<file path="src/rtl/branch_steer_ctrl.sv">
// branch_steer_ctrl: 2-bit direction predictor and MEM-stage mispredict redirect.
// Optional BP_STATS_EN adds saturating branch/mispredict counters.
module branch_steer_ctrl #(
  parameter int          INDEX_BITS = 6,
  parameter logic [1:0]  CTR_INIT   = 2'b01
) (
  input  logic        CLK,
  input  logic        nRST,
  input  logic [31:0] pc_if,
  input  logic        ihit,
  input  logic        br_valid_mem,
  input  logic        br_taken_mem,
  input  logic        br_pred_mem,
  input  logic [31:0] pc_mem,
  input  logic        mem_stall,
  output logic        takebranch,
  output logic        redirect,
  output logic [2:0]  redirect_src,
  output logic        flush,
  output logic [15:0] br_count,
  output logic [15:0] mispred_count
);

  localparam int N = 1 << INDEX_BITS;

  localparam logic [2:0] SRC_TGT = 3'b010;
  localparam logic [2:0] SRC_SEQ = 3'b100;

  typedef enum logic {IDLE, HOLD} state_t;

  state_t                  state_q, state_d;
  logic [2:0]              held_src_q, held_src_d;
  logic [1:0]              ctr_q [N];
  logic [1:0]              ctr_d [N];
  logic [INDEX_BITS-1:0]   rd_idx;
  logic [INDEX_BITS-1:0]   wr_idx;
  logic                    res;
  logic                    mp;
  logic [2:0]              mp_src;
  logic                    unused_pc;

  assign rd_idx = pc_if[INDEX_BITS+1:2];
  assign wr_idx = pc_mem[INDEX_BITS+1:2];

  assign unused_pc = ^{pc_if[31:INDEX_BITS+2], pc_if[1:0],
                       pc_mem[31:INDEX_BITS+2], pc_mem[1:0]};

  assign res    = br_valid_mem && !mem_stall && (state_q == IDLE);
  assign mp     = res && (br_taken_mem != br_pred_mem);
  assign mp_src = br_taken_mem ? SRC_TGT : SRC_SEQ;

  assign takebranch = (state_q == IDLE) && ctr_q[rd_idx][1];

  // Saturating counter update for the resolving branch's entry.
  always_comb begin
    ctr_d = ctr_q;
    if (res) begin
      if (br_taken_mem) begin
        if (ctr_q[wr_idx] != 2'b11)
          ctr_d[wr_idx] = ctr_q[wr_idx] + 2'b01;
      end else begin
        if (ctr_q[wr_idx] != 2'b00)
          ctr_d[wr_idx] = ctr_q[wr_idx] - 2'b01;
      end
    end
  end

  // Counter table registers.
  always_ff @(posedge CLK or negedge nRST) begin
    if (!nRST) begin
      for (int i = 0; i < N; i++)
        ctr_q[i] <= CTR_INIT;
    end else begin
      ctr_q <= ctr_d;
    end
  end

  // Redirect FSM: next state, held source and redirect outputs.
  always_comb begin
    state_d      = state_q;
    held_src_d   = held_src_q;
    redirect     = 1'b0;
    flush        = 1'b0;
    redirect_src = 3'b000;
    unique case (state_q)
      IDLE: begin
        if (mp) begin
          redirect     = 1'b1;
          flush        = 1'b1;
          redirect_src = mp_src;
          if (!ihit) begin
            held_src_d = mp_src;
            state_d    = HOLD;
          end
        end
      end
      HOLD: begin
        redirect     = 1'b1;
        flush        = 1'b1;
        redirect_src = held_src_q;
        if (ihit)
          state_d = IDLE;
      end
      default: state_d = IDLE;
    endcase
  end

  // Redirect FSM state register.
  always_ff @(posedge CLK or negedge nRST) begin
    if (!nRST) begin
      state_q    <= IDLE;
      held_src_q <= 3'b000;
    end else begin
      state_q    <= state_d;
      held_src_q <= held_src_d;
    end
  end

`ifdef BP_STATS_EN
  logic [15:0] br_cnt_q, br_cnt_d;
  logic [15:0] mp_cnt_q, mp_cnt_d;

  // Saturating resolution and mispredict counts.
  always_comb begin
    br_cnt_d = br_cnt_q;
    mp_cnt_d = mp_cnt_q;
    if (res && br_cnt_q != 16'hFFFF)
      br_cnt_d = br_cnt_q + 16'd1;
    if (mp && mp_cnt_q != 16'hFFFF)
      mp_cnt_d = mp_cnt_q + 16'd1;
  end

  // Statistics registers.
  always_ff @(posedge CLK or negedge nRST) begin
    if (!nRST) begin
      br_cnt_q <= 16'h0000;
      mp_cnt_q <= 16'h0000;
    end else begin
      br_cnt_q <= br_cnt_d;
      mp_cnt_q <= mp_cnt_d;
    end
  end

  assign br_count      = br_cnt_q;
  assign mispred_count = mp_cnt_q;
`else
  assign br_count      = 16'h0000;
  assign mispred_count = 16'h0000;
`endif

endmodule

</file>
<file path="config.mk">
export PLATFORM = sky130hd
export DESIGN_NAME = branch_steer_ctrl
export DESIGN_NICKNAME = d
export VERILOG_FILES = /design/src/rtl/branch_steer_ctrl.sv
export SDC_FILE = /design/constraint.sdc
export NUM_CORES = 1
export LEC_CHECK = 0
export CAP_MARGIN = 40
export CORE_MARGIN = 5
export CORE_UTILIZATION = 30
export CTS_CLUSTER_SIZE = 20
export DETAILED_ROUTE_END_ITERATION = 8
export HOLD_SLACK_MARGIN = 0.03
export PLACE_DENSITY = 0.59
export SLEW_MARGIN = 10
export SYNTH_ARGS = -nofsm -noshare
export SYNTH_HDL_FRONTEND = slang
export SYNTH_SLANG_ARGS = --single-unit
export TNS_END_PERCENT = 20
</file>
<file path="constraint.sdc">
create_clock -name CLK -period 7.9 [get_ports CLK]
set_input_delay 1.185 -clock CLK [delete_from_list [all_inputs] [get_ports CLK]]
set_output_delay 1.185 -clock CLK [all_outputs]
set_load 0.02 [all_outputs]
</file>
### Word-level counts from Yosys, hierarchy flattened

Cells that the tools add are included.
Widths: inputs -> output; s select.

| cells by class | value |
|---|---|
| add/subtract/negate cells | 2 |
| magnitude comparators | 3 |
| eq/ne operators | 3 |
| muxes and demuxes | 21 |
| bitwise gates (word level) | 4 |
| reductions and logical operators | 10 |

Operator list:

| cell | number |
|---|---|
| $mux 128 | 3 |
| $bwmux 128 | 2 |
| $bmux 2 s6 | 2 |
| $ge 7x7->1 const B | 2 |
| $not 6->7 | 2 |
| $demux 2 s6 | 1 |
| $mux 2 | 5 |
| $lt 7x1->1 const B | 1 |
| $mux 3 | 2 |
| $pmux 3 s2 | 1 |
| $reduce_and 3->1 | 2 |
| $logic_and 1x1->1 | 5 |
| $pmux 1 s2 | 2 |
| $reduce_bool 2->1 | 2 |
| $mux 1 | 3 |
| $add 2x1->2 const B | 1 |
| $ne 2x1->1 const B | 1 |
| $ne 2x2->1 const B | 1 |
| $not 1->1 | 2 |
| $sub 2x1->2 const B | 1 |
| $logic_not 1->1 | 1 |
| $ne 1x1->1 | 1 |

| storage, ports and cells | value |
|---|---|
| bits in registers | 132 |
| input bits | 71 |

### Depth between registers and ports, before layout

Gate-level depths: netlist of run 1.

| depth | value |
|---|---|
| depth after elaboration | 8 |
| gate-level depth with buffers | 17 |

### Worst setup path after synthesis of run 1

OpenSTA, ideal clock, no wires.

| timing path | value |
|---|---|
| path type | input-to-reg |
| from | input port pc_mem[3] |
| to | register ctr_q[9] in the netlist's numbering |
| setup time | 0.125 ns |
| arrival | 4.140 ns |
| data required time | 7.775 ns |
| setup slack | 3.635 ns |
| stages on the path | 14 |
| path buffers | 2 |
| cells stage by stage | buf_6 > mux2_2 > a221oi_1 > a31oi_1 > a22oi_1 > nand2_1 > buf_2 > nand4b_1 > ha_1 > mux2i_1 > nand2_1 > nor3_1 > nand2_1 > mux2_2 |

| on the way | value |
|---|---|
| longest elaborated chain between the ends | 8 |

Ends and longest elaborated chain:

| element | RTL line | source |
|---|---|---|
| start, declared | 14 | `input logic [31:0] pc_mem,` |
| $not 6->7 (implied by the code) * | -- |  |
| $bmux 2 s6 (tied with other cells) | -- |  |
| $mux 2 (implied by the code) or $logic_and 1x1->1 (tied branches) | -- |  |
| $mux 2 (on tied branches) | -- |  |
| $sub 2x1->2 (tied with other cells) | 63 | `ctr_d[wr_idx] = ctr_q[wr_idx] - 2'b01;` |
| $bwmux 128 (on tied branches) | 63, 60 |  |
| $mux 128 (on tied branches) | 62, 59 |  |
| $mux 128 | 58 | `if (br_taken_mem) begin` |
| end signal, assigned | 74 | `ctr_q <= ctr_d;` |
| end, declared | 33 | `logic [1:0] ctr_q [N];` |

Mark *: on every way between the ends. The rest lies on a longest branch, timed or not. The select of a mux whose other input is x is not followed.
A chain may end at the register's enable or synchronous reset.

### Final worst setup path of run 1

| timing path | value |
|---|---|
| from | input port pc_mem[2] |
| to | register ctr_q[59] in the netlist's numbering |

The elaborated chain is that of the path after synthesis.

==> out/qor.csv, run 1 <==
metric,value,unit
yosys_most_used_dff,dfrtp_1,
cts_root_buffer,clkbuf_16,
setup_viol,0,
outcome,"finished, final reports clean",
finalCritPeriodShare,70.4,%
power.static_leakage,0.00357,uW
syn_avg_cell_area,11.5,um2
synth_top_area_share,22.7,%
final_hold_viol_count,0,
io_pins,109,
die-area,27900,um2
clock_sinks,131,
slowest_delay,0.69,ns
yosysUniqueCellTypes,60,
syn_inst,642,
firstDrtPassIters,5,
fmax,180,MHz
slowest_stage,clkdlybuf4s50_1,
grtUsageTotal,14.8,%
cts_setup_buffers,0,
initial_core_util,30.4,%
grt_pass1_vias,5353,
seq_area_frac_synth,45.4,%
gp_congestion,0.847,
synth_edf_count,0,
timing.critical_path.to_type,register,
fp.dieH,167,um
slew_viol_final,0,
synth_common_cells,"nand2_1, mux2_2, dfrtp_1",
yosysTopAreaCell,dfstp_2,
ys_ff_latch,131,
routed_wl,20.2,mm
skew,0.00889,ns
drc,0,
arrival,5.86,ns
synth_area,7400,um2
dp_cells,969,
hold_path_class,reg -> reg,
via_per_inst,5.20,
drt_iter0_markers,391,
cpLargestDelayFamily,simple AND/OR/NAND/NOR gates,
yosysMostFrequentCell,nand2_1,
register_area,3360,um2
synthTopCellsByArea,"dfstp_2, dfrtp_1, mux2_2",
cts-buffers-inserted,17,
multiInputGateArea,3690,um2
async_reset_ff_share,100,%
port_buffers,23,
post_cts_resized,0,
worst-path-max-fanout,26,
syn_to_final_growth,14.5,%
rows,57,
powerDensity,223,nW/um2
cts-htree-levels,4,
clockBufferDepth,2,
antenna_found_initial,0,
wl_per_cell,20.2,um
maxCapViolations,0,
critical_path_buf_inv_count,4,
cts_tree,done,
relSlewSlack,40.0,%
vias,5213,
yosys_warnings,0,
layout.nets,738,
crit_type,in -> reg,
die_w,167,um
clock_latency,0.42,ns
cp.required,8.21,ns
grt_max_degree,52,
rsz0062_at_grt,no,
clkSlewWorstSetupHoldPaths,0.06,ns
finalSetupTns,0,ns
fillers,2445,
antenna_left,0,
core-area,24300,um2
tightest_slew,0.894,ns
min_period,5.56,ns
n_antenna_cell,0,
r2r_setup_slack,4.07,ns
grt_overflow,0,
max-vdd-ir-drop,0.137,mV
stdcell_count,1002,
start_kind,input port,
crit_chain,clkdlybuf4s50_1 > buf_4 > inv_2 > nor3_2 > buf_4 > a221oi_1 > o21ai_0 > nand3_2 > and4b_1 > ha_1 > mux2i_1 > nand2_1 > nor3b_2 > nand2_1 > mux2_2,
drive_gt1_share,39.7,%
grt_pass1_wl,31.9,mm
dpl.hpwl,13.7,mm
hold_buffers,0,
## worst min-delay path, delay by kind of cell, from the launching register on
family	cells	cell delay [ns]
compound gates	1	0.06
flops	1	0.36
simple gates	1	0.04
## final timing paths
check | to | cells after the start | startpoint
max reg2reg | ctr_q[59]$_DFFE_PN0P_ | 12 | register
min | register | 2 | register
max in group asynchronous | ctr_q[119]$_DFFE_PN0P_ | 2 | nRST
min reg2reg | register | 2 | register
min in group asynchronous | ctr_q[85]$_DFFE_PN0P_ | 1 | nRST
max | ctr_q[59]$_DFFE_PN0P_ | 15 | pc_mem[2]
## cell usage in the layout (no fill, tap or decap), types with 3 or more instances in the layout
master / count
dfstp_2: 64
nand2_1: 113
o21ai_0: 46
a221oi_1: 11
nor2b_1: 6
mux2_2: 109
mux2_1: 4
a21oi_1: 5
a22oi_1: 10
nor3b_2: 3
nor3_1: 4
clkdlybuf4s50_1: 20
a221o_1: 4
bufinv_16: 3
and3b_1: 4
conb_1: 33
and2_1: 4
nand3_1: 3
dfrtp_1: 67
a22o_1: 5
o2bb2ai_1: 3
clkinv_2: 5
mux2i_1: 17
clkbuf_1: 3
nor3_2: 6
o22ai_1: 3
buf_4: 18
a31oi_1: 4
nor2_1: 14
clkbuf_16: 17
buf_2: 4
mux4_2: 24
## per-stage QoR
step	cell area (um2)	total power (uW)	worst slack (ns)	util, %	hold slack (ns)
6_report	8470	1890	2.34	34.8	0.473
3_5_place_dp	7850	1090	1.97	32.3	0.470
2_1_floorplan	7520	1000	3.64	-	0.455
3_3_place_gp	7810	1080	1.59	32.1	0.464
5_1_grt	8470	1960	2.00	34.8	0.497
4_1_cts	8450	1900	2.36	34.7	0.478
## metal layers
layer	part of all wire [%]	GRT usage (%)	vias to the layer above	routed length, um
met4	2.3	4.77	0	456
met2	46	23.2	209	9320
met1	44	20.1	2630	8880
met5	0	0	-	0
li1	-	-	2343	-
met3	7.6	3.84	31	1540
## logic make-up after synthesis
family	Yosys count	share of synthesized area, %
multiplexers	154	26.8
flip-flops	131	45.4
other	1	0.0507
XOR/XNOR	2	0.237
adder cells (fa/ha/maj)	2	0.338
buffers and inverters	77	6.68
AO/OA/AOI/OAI	103	9.42
AND/OR/NAND/NOR	172	11.1
## final cells by class
type	count	share of cell area [%]
Inverter	5	0.221
Timing Repair Buffer	44	4.84
Sequential cell	131	39.6
Clock buffer	22	5.48
Clock inverter	10	1.55
Tap cell	324	4.78
Multi-Input combinational cell	466	43.5
## where the power goes
group / internal [uW] / switching (uW) / total (uW)
Combinational: 119 / 156 / 275
Clock: 510 / 297 / 807
Sequential: 763 / 43.4 / 807
(Power assumes the default switching activity.)
==> inputs of run 2 (changes only) <==
Settings changed: PLACE_DENSITY 0.59 to 0.61.
Clock period 7.9 ns to 5.05 ns, I/O delays scaled along.
==> run 2 against run 1 <==
  * Via count increased by 1.5%
  * Clock skew decreased by 0.0017 ns
  * First-iteration DRC count increased by 6.9%
  * Clock power increased by 62%
  * Critical path depth decreased by 8
  * Highest routed layer unchanged
  * Die area unchanged
  * Global-route usage decreased by 0.20 points
  * Critical path type is now in -> out
  * Non-clock buffer count increased by 16
  * Core utilization increased by 0.52 points
  * Sequential cell count unchanged
  * Count of clock-buffer cells in the layout decreased by 3
==> out/qor.csv, run 2 (synthesized netlist as in run 1, its figures left out) <==
metric,value,unit,change
io_pins,109,,unchanged
fillers,2401,,was 2445
hold_buffers,0,,unchanged
rsz0062_at_grt,no,,unchanged
vias,5292,,was 5213
slowest_delay,0.88,ns,was 0.69 ns
layout_common_cells,"nand2_1, mux2_2, dfrtp_1, dfstp_2, o21ai_0",,unchanged
drc,0,,unchanged
clkSlewWorstSetupHoldPaths,0.06,ns,about the same
max-vdd-ir-drop,0.251,mV,was 0.137 mV
worst-path-max-fanout,8,,was 26
power.static_leakage,0.00364,uW,was 0.00357 uW
initial_core_util,30.4,%,unchanged
multiInputGateArea,3680,um2,was 3690 um2
skew,0.00716,ns,was 0.00889 ns
n_antenna_cell,0,,unchanged
grtUsageTotal,14.6,%,was 14.8%
hold_path_class,in -> async,,was reg -> reg
timing.critical_path.to_type,output port,,was register
via_per_inst,5.20,,about the same
grt_overflow,0,,unchanged
routed_wl,19.9,mm,was 20.2 mm
grt_pass1_wl,31.4,mm,was 31.9 mm
cts-buffers-inserted,17,,unchanged
final_common_cell,nand2_1,,unchanged
rows,57,,unchanged
design_area,8600,um2,was 8470 um2
antenna_left,0,,unchanged
finalSetupTns,0,ns,unchanged
cts_setup_buffers,0,,unchanged
setup_viol,0,,unchanged
crit_chain,clkdlybuf4s50_1 > buf_4 > mux4_2 > mux4_2 > a22oi_1 > nand2_1 > clkdlybuf4s50_1,,was clkdlybuf4s50_1 > buf_4 > inv_2 > nor3_2 > buf_4 > a221oi_1 > o21ai_0 > nand3_2 > and4b_1 > ha_1 > mux2i_1 > nand2_1 > nor3b_2 > nand2_1 > mux2_2
tightest_slew,0.690,ns,was 0.894 ns
arrival,3.71,ns,was 5.86 ns
crit_type,in -> out,,was in -> reg
final.setup.worst_slack,0.580,ns,was 2.34 ns
layout.nets,754,,was 738
slowest_stage,clkdlybuf4s50_1,,unchanged
powerDensity,350,nW/um2,was 223 nW/um2
final_hold_viol_count,0,,unchanged
cts-htree-levels,4,,unchanged
cts_tree,done,,unchanged
fp.dieH,167,um,unchanged
cts_root_buffer,clkbuf_16,,unchanged
finalCritPeriodShare,88.5,%,
clock_sinks,131,,unchanged
firstDrtPassIters,5,,unchanged
grt_max_degree,57,,was 52
min_period,4.47,ns,
slew_viol_final,0,,unchanged
relSlewSlack,53.8,%,was 40.0%
syn_to_final_growth,16.2,%,was 14.5%
post_cts_resized,0,,unchanged
dpl.hpwl,13.7,mm,about the same
grt_pass1_vias,5301,,was 5353
gp_congestion,0.851,,was 0.847
register_area,3360,um2,unchanged
cp.required,4.29,ns,was 8.21 ns
antenna_found_initial,0,,unchanged
port_buffers,23,,unchanged
die_w,167,um,unchanged
clock_latency,0.43,ns,was 0.42 ns
post-place-ws,0.548,ns,was 1.97 ns
drt_iter0_markers,418,,was 391
die-area,27900,um2,unchanged
dp_cells,986,,was 969
start_kind,input port,,unchanged
fmax,224,MHz,
core-area,24300,um2,unchanged
placed_area,7980,um2,was 7850 um2
stdcell_count,1018,,was 1002
wl_per_cell,19.6,um,was 20.2 um
outcome,"finished, final reports clean",,unchanged
p_total,3010,uW,was 1890 uW
clockBufferDepth,2,,unchanged
maxCapViolations,0,,unchanged
drive_gt1_share,41.2,%,was 39.7%
run 2: changes by cell type in the layout (fill, tap and decap cells not counted), sizes merged:
cell and delta:
clkinvlp +2, clkbuf -3, buf +16, bufinv +1
run 2: final cells by class:
class	instances	area share, %
Sequential cell	131	39.0
Clock inverter	13	2.14
Multi-Input combinational cell	466	42.8
Inverter	5	0.218
Clock buffer	19	5.15
Timing Repair Buffer	60	5.95
Tap cell	324	4.71
run 2: through the flow:
stage                     util, %  hold WS [ns]
after CTS                    35.4         0.389
after detailed placement     32.8         0.470
after floorplan                 -         0.455
after global routing         35.4         0.432
final                        35.4         0.383
after global placement       32.7         0.462
run 2: worst paths after layout:
check | from | end | slack [ns] | cells past startpoint
max in group asynchronous | nRST | async pin | 3.67 | 2
min | nRST | ctr_q[57]$_DFFE_PN0P_ | 0.38 | 1
max | pc_if[3] | takebranch | 0.58 | 7
min in group CLK | register | register | 0.47 | 2
min reg2reg | register | register | 0.47 | 2
max reg2reg | register | ctr_q[7]$_DFFE_PN0P_ | 1.62 | 13
run 2: layer usage:
| layer | GRT usage [%] | vias up | wire length, um |
|---|---|---|---|
| li1 | - | 2368 | - |
| met1 | 19.7 | 2675 | 8650 |
| met2 | 22.6 | 212 | 9240 |
| met4 | 5.44 | 0 | 524 |
| met5 | 0 | - | 0 |
| met3 | 4.01 | 37 | 1490 |
run 2: report_power, final:
part	leakage (uW)	internal (uW)	switching, uW	total, uW
logic	0.00177	189	245	434
clock network	0.000299	837	478	1310
registers	0.00157	1190	66.9	1260
run 2: critical path: cells and delay by family:
kind	cells	cell delay, ns
and+or+nand+nor	1	0.15
buffers and inverters	3	1.77
muxes	2	0.85
AOI/OAI and AO/OA	1	0.16
==> inputs of run 3 (changes only) <==
Settings changed: CORE_ASPECT_RATIO set to 1.5.
==> run 3 against run 2 <==
  * Sequential share of layout area rose by 0.26 points
  * Sequential cell count unchanged
  * Register-to-register slack is essentially flat
  * Setup slack improved by 0.089 ns
  * Routed wire length up 3.5%
  * Worst hold slack better by 0.047 ns
  * Final cell count about the same
  * Highest routed layer unchanged
  * Design area fell by 0.67%
  * Maximum frequency is 2.0% higher
  * Critical path depth is 8 higher
==> out/qor.csv, run 3 (synthesized netlist as in run 1, its figures left out) <==
metric,value,unit,change
power.static_leakage,0.00361,uW,was 0.00364 uW
cts_root_buffer,clkbuf_16,,unchanged
layout.nets,755,,was 754
tightest_slew,0.832,ns,was 0.690 ns
skew,0.0108,ns,was 0.00716 ns
worst-path-max-fanout,17,,was 8
finalSetupTns,0,ns,unchanged
r2r_cells,13,,unchanged
min_period,4.38,ns,was 4.47 ns
rows,70,,was 57
dpl.hpwl,14.8,mm,was 13.7 mm
cts_setup_buffers,0,,unchanged
fp.dieH,202,um,was 167 um
grt_pass1_wl,32.1,mm,was 31.4 mm
hold_path_class,in -> async,,unchanged
cts_tree,done,,unchanged
reg2reg_to,ctr_q[9]$_DFFE_PN0P_,,was ctr_q[7]$_DFFE_PN0P_
stdcell_count,1019,,was 1018
maxCapViolations,0,,unchanged
clockBufferDepth,2,,unchanged
cts-htree-levels,4,,unchanged
wl_per_cell,20.2,um,was 19.6 um
swShare,27.9,%,was 26.2%
powerDensity,333,nW/um2,was 350 nW/um2
antenna_found_initial,0,,unchanged
firstDrtPassIters,4,,was 5
antenna_left,0,,unchanged
drive_gt1_share,41.4,%,was 41.2%
drt_iter0_markers,425,,was 418
clkSlewWorstSetupHoldPaths,0.06,ns,about the same
top_usage_layer,met2,,unchanged
finalCritPeriodShare,86.8,%,was 88.5%
die-area,28000,um2,was 27900 um2
rsz0062_at_grt,no,,unchanged
hold_buffers,0,,unchanged
port_buffers,23,,unchanged
relSlewSlack,44.5,%,was 53.8%
p_clk_share,40.1,%,was 43.7%
grtUsageMet2,25.8,%,was 22.6%
grt_overflow,0,,unchanged
clock_latency,0.43,ns,about the same
routed_wl,20.6,mm,was 19.9 mm
grt_max_degree,64,,was 57
fillers,2449,,was 2401
dp_cells,987,,was 986
slew_viol_final,0,,unchanged
power.internal,2050,uW,was 2220 uW
combinationalPowerShare,15.4,%,was 14.4%
max-vdd-ir-drop,0.179,mV,was 0.251 mV
cp.required,5.36,ns,was 4.29 ns
setup_viol,0,,unchanged
drc,0,,unchanged
r2r_setup_slack,1.61,ns,was 1.62 ns
syn_to_final_growth,15.5,%,was 16.2%
grt_pass1_vias,5501,,was 5301
core-area,24300,um2,about the same
start_kind,input port,,unchanged
outcome,"finished, final reports clean",,unchanged
via_per_inst,5.12,,was 5.20
die_w,138,um,was 167 um
crit_type,in -> reg,,was in -> out
initial_core_util,30.4,%,about the same
fmax,228,MHz,was 224 MHz
use_met3,3.41,%,was 4.01%
grtUsageTotal,14.9,%,was 14.6%
io_pins,109,,unchanged
cts-buffers-inserted,17,,unchanged
clock_sinks,131,,unchanged
final_hold_viol_count,0,,unchanged
arrival,4.69,ns,was 3.71 ns
final_common_cell,nand2_1,,unchanged
p_seq_share,44.5,%,was 41.9%
gp_congestion,0.860,,was 0.851
layout_common_cells,"nand2_1, mux2_2, dfrtp_1, dfstp_2, o21ai_0",,unchanged
cp-startpoint,pc_mem[2],,was pc_if[3]
timing.rr.start,ctr_q[117]$_DFFE_PN0P_,,
switchingPower,792,uW,was 789 uW
timing.critical_path.to_type,register,,was output port
use_met1,16.8,%,was 19.7%
n_antenna_cell,0,,unchanged
post_cts_resized,0,,unchanged
vias,5222,,was 5292
## run 3: changes by cell type in the layout (fill, tap and decap cells not counted), sizes merged
cell	change
bufinv	-4
clkbuf	+1
buf	+1
clkinv	-1
inv	+1
clkinvlp	+3
## run 3: final cells by class
cell class              count  area [um2]  area share, %
flip-flops and latches    131        3360           39.3
clock inverters            12        82.6          0.966
clock buffers              20         467           5.46
inverters                   5        18.8          0.220
well taps                 324         405           4.74
repair buffers             61         532           6.22
multi-input cells         466        3680           43.1
## run 3: worst max path at each step
| stage | to | slack [ns] | cells after the start |
|---|---|---|---|
| final | ctr_q[9]$_DFFE_PN0P_ | 0.67 | 15 |
| after global routing | ctr_q[41]$_DFFE_PN0P_ | 0.57 | 15 |
| after CTS | ctr_q[9]$_DFFE_PN0P_ | 0.73 | 15 |
| after detailed placement | ctr_q[9]$_DFFE_PN0P_ | 0.30 | 15 |
| after global placement | ctr_q[45]$_DFFE_PN0P_ | 0.34 | 15 |
| after floorplan | ctr_q[9]$_DFFE_PN0P_ | 1.21 | 14 |
## run 3: worst max-delay path: stages
cell and delay (ns):
clkdlybuf4s50_1 0.65, inv_2 0.49, nor3_2 0.19, a221oi_1 0.35
o21ai_0 0.24, nand3_2 0.13, buf_4 0.23, nand4b_1 0.13
ha_1 0.21, mux2i_1 0.18, nand2_1 0.27, nor3_1 0.22
buf_4 0.20, nand2_1 0.11, mux2_2 0.31
## run 3: power by group through the flow
stage / clock [uW] / sequential (uW) / combinational, uW
floorplan: 0 / 1250 / 317
global placement: 0 / 1280 / 434
detailed placement: 0 / 1280 / 440
CTS: 1160 / 1260 / 441
global route: 1200 / 1280 / 476
finish: 1140 / 1260 / 438
## run 3: routing by layer
metal	wire length (um)	vias to the layer above
met2	10600	174
met5	0	-
met3	1220	47
met1	7960	2639
li1	-	2362
met4	783	0
## run 3: stage by stage
stage	util (%)	area [um2]	total power, uW	setup slack, ns	hold slack (ns)
6_report	35.1	8540	2840	0.668	0.430
2_1_floorplan	-	7520	1570	1.21	0.455
3_3_place_gp	32.8	7980	1710	0.337	0.463
4_1_cts	35.1	8540	2870	0.727	0.457
5_1_grt	35.1	8540	2950	0.573	0.491
3_5_place_dp	32.8	8000	1720	0.296	0.470
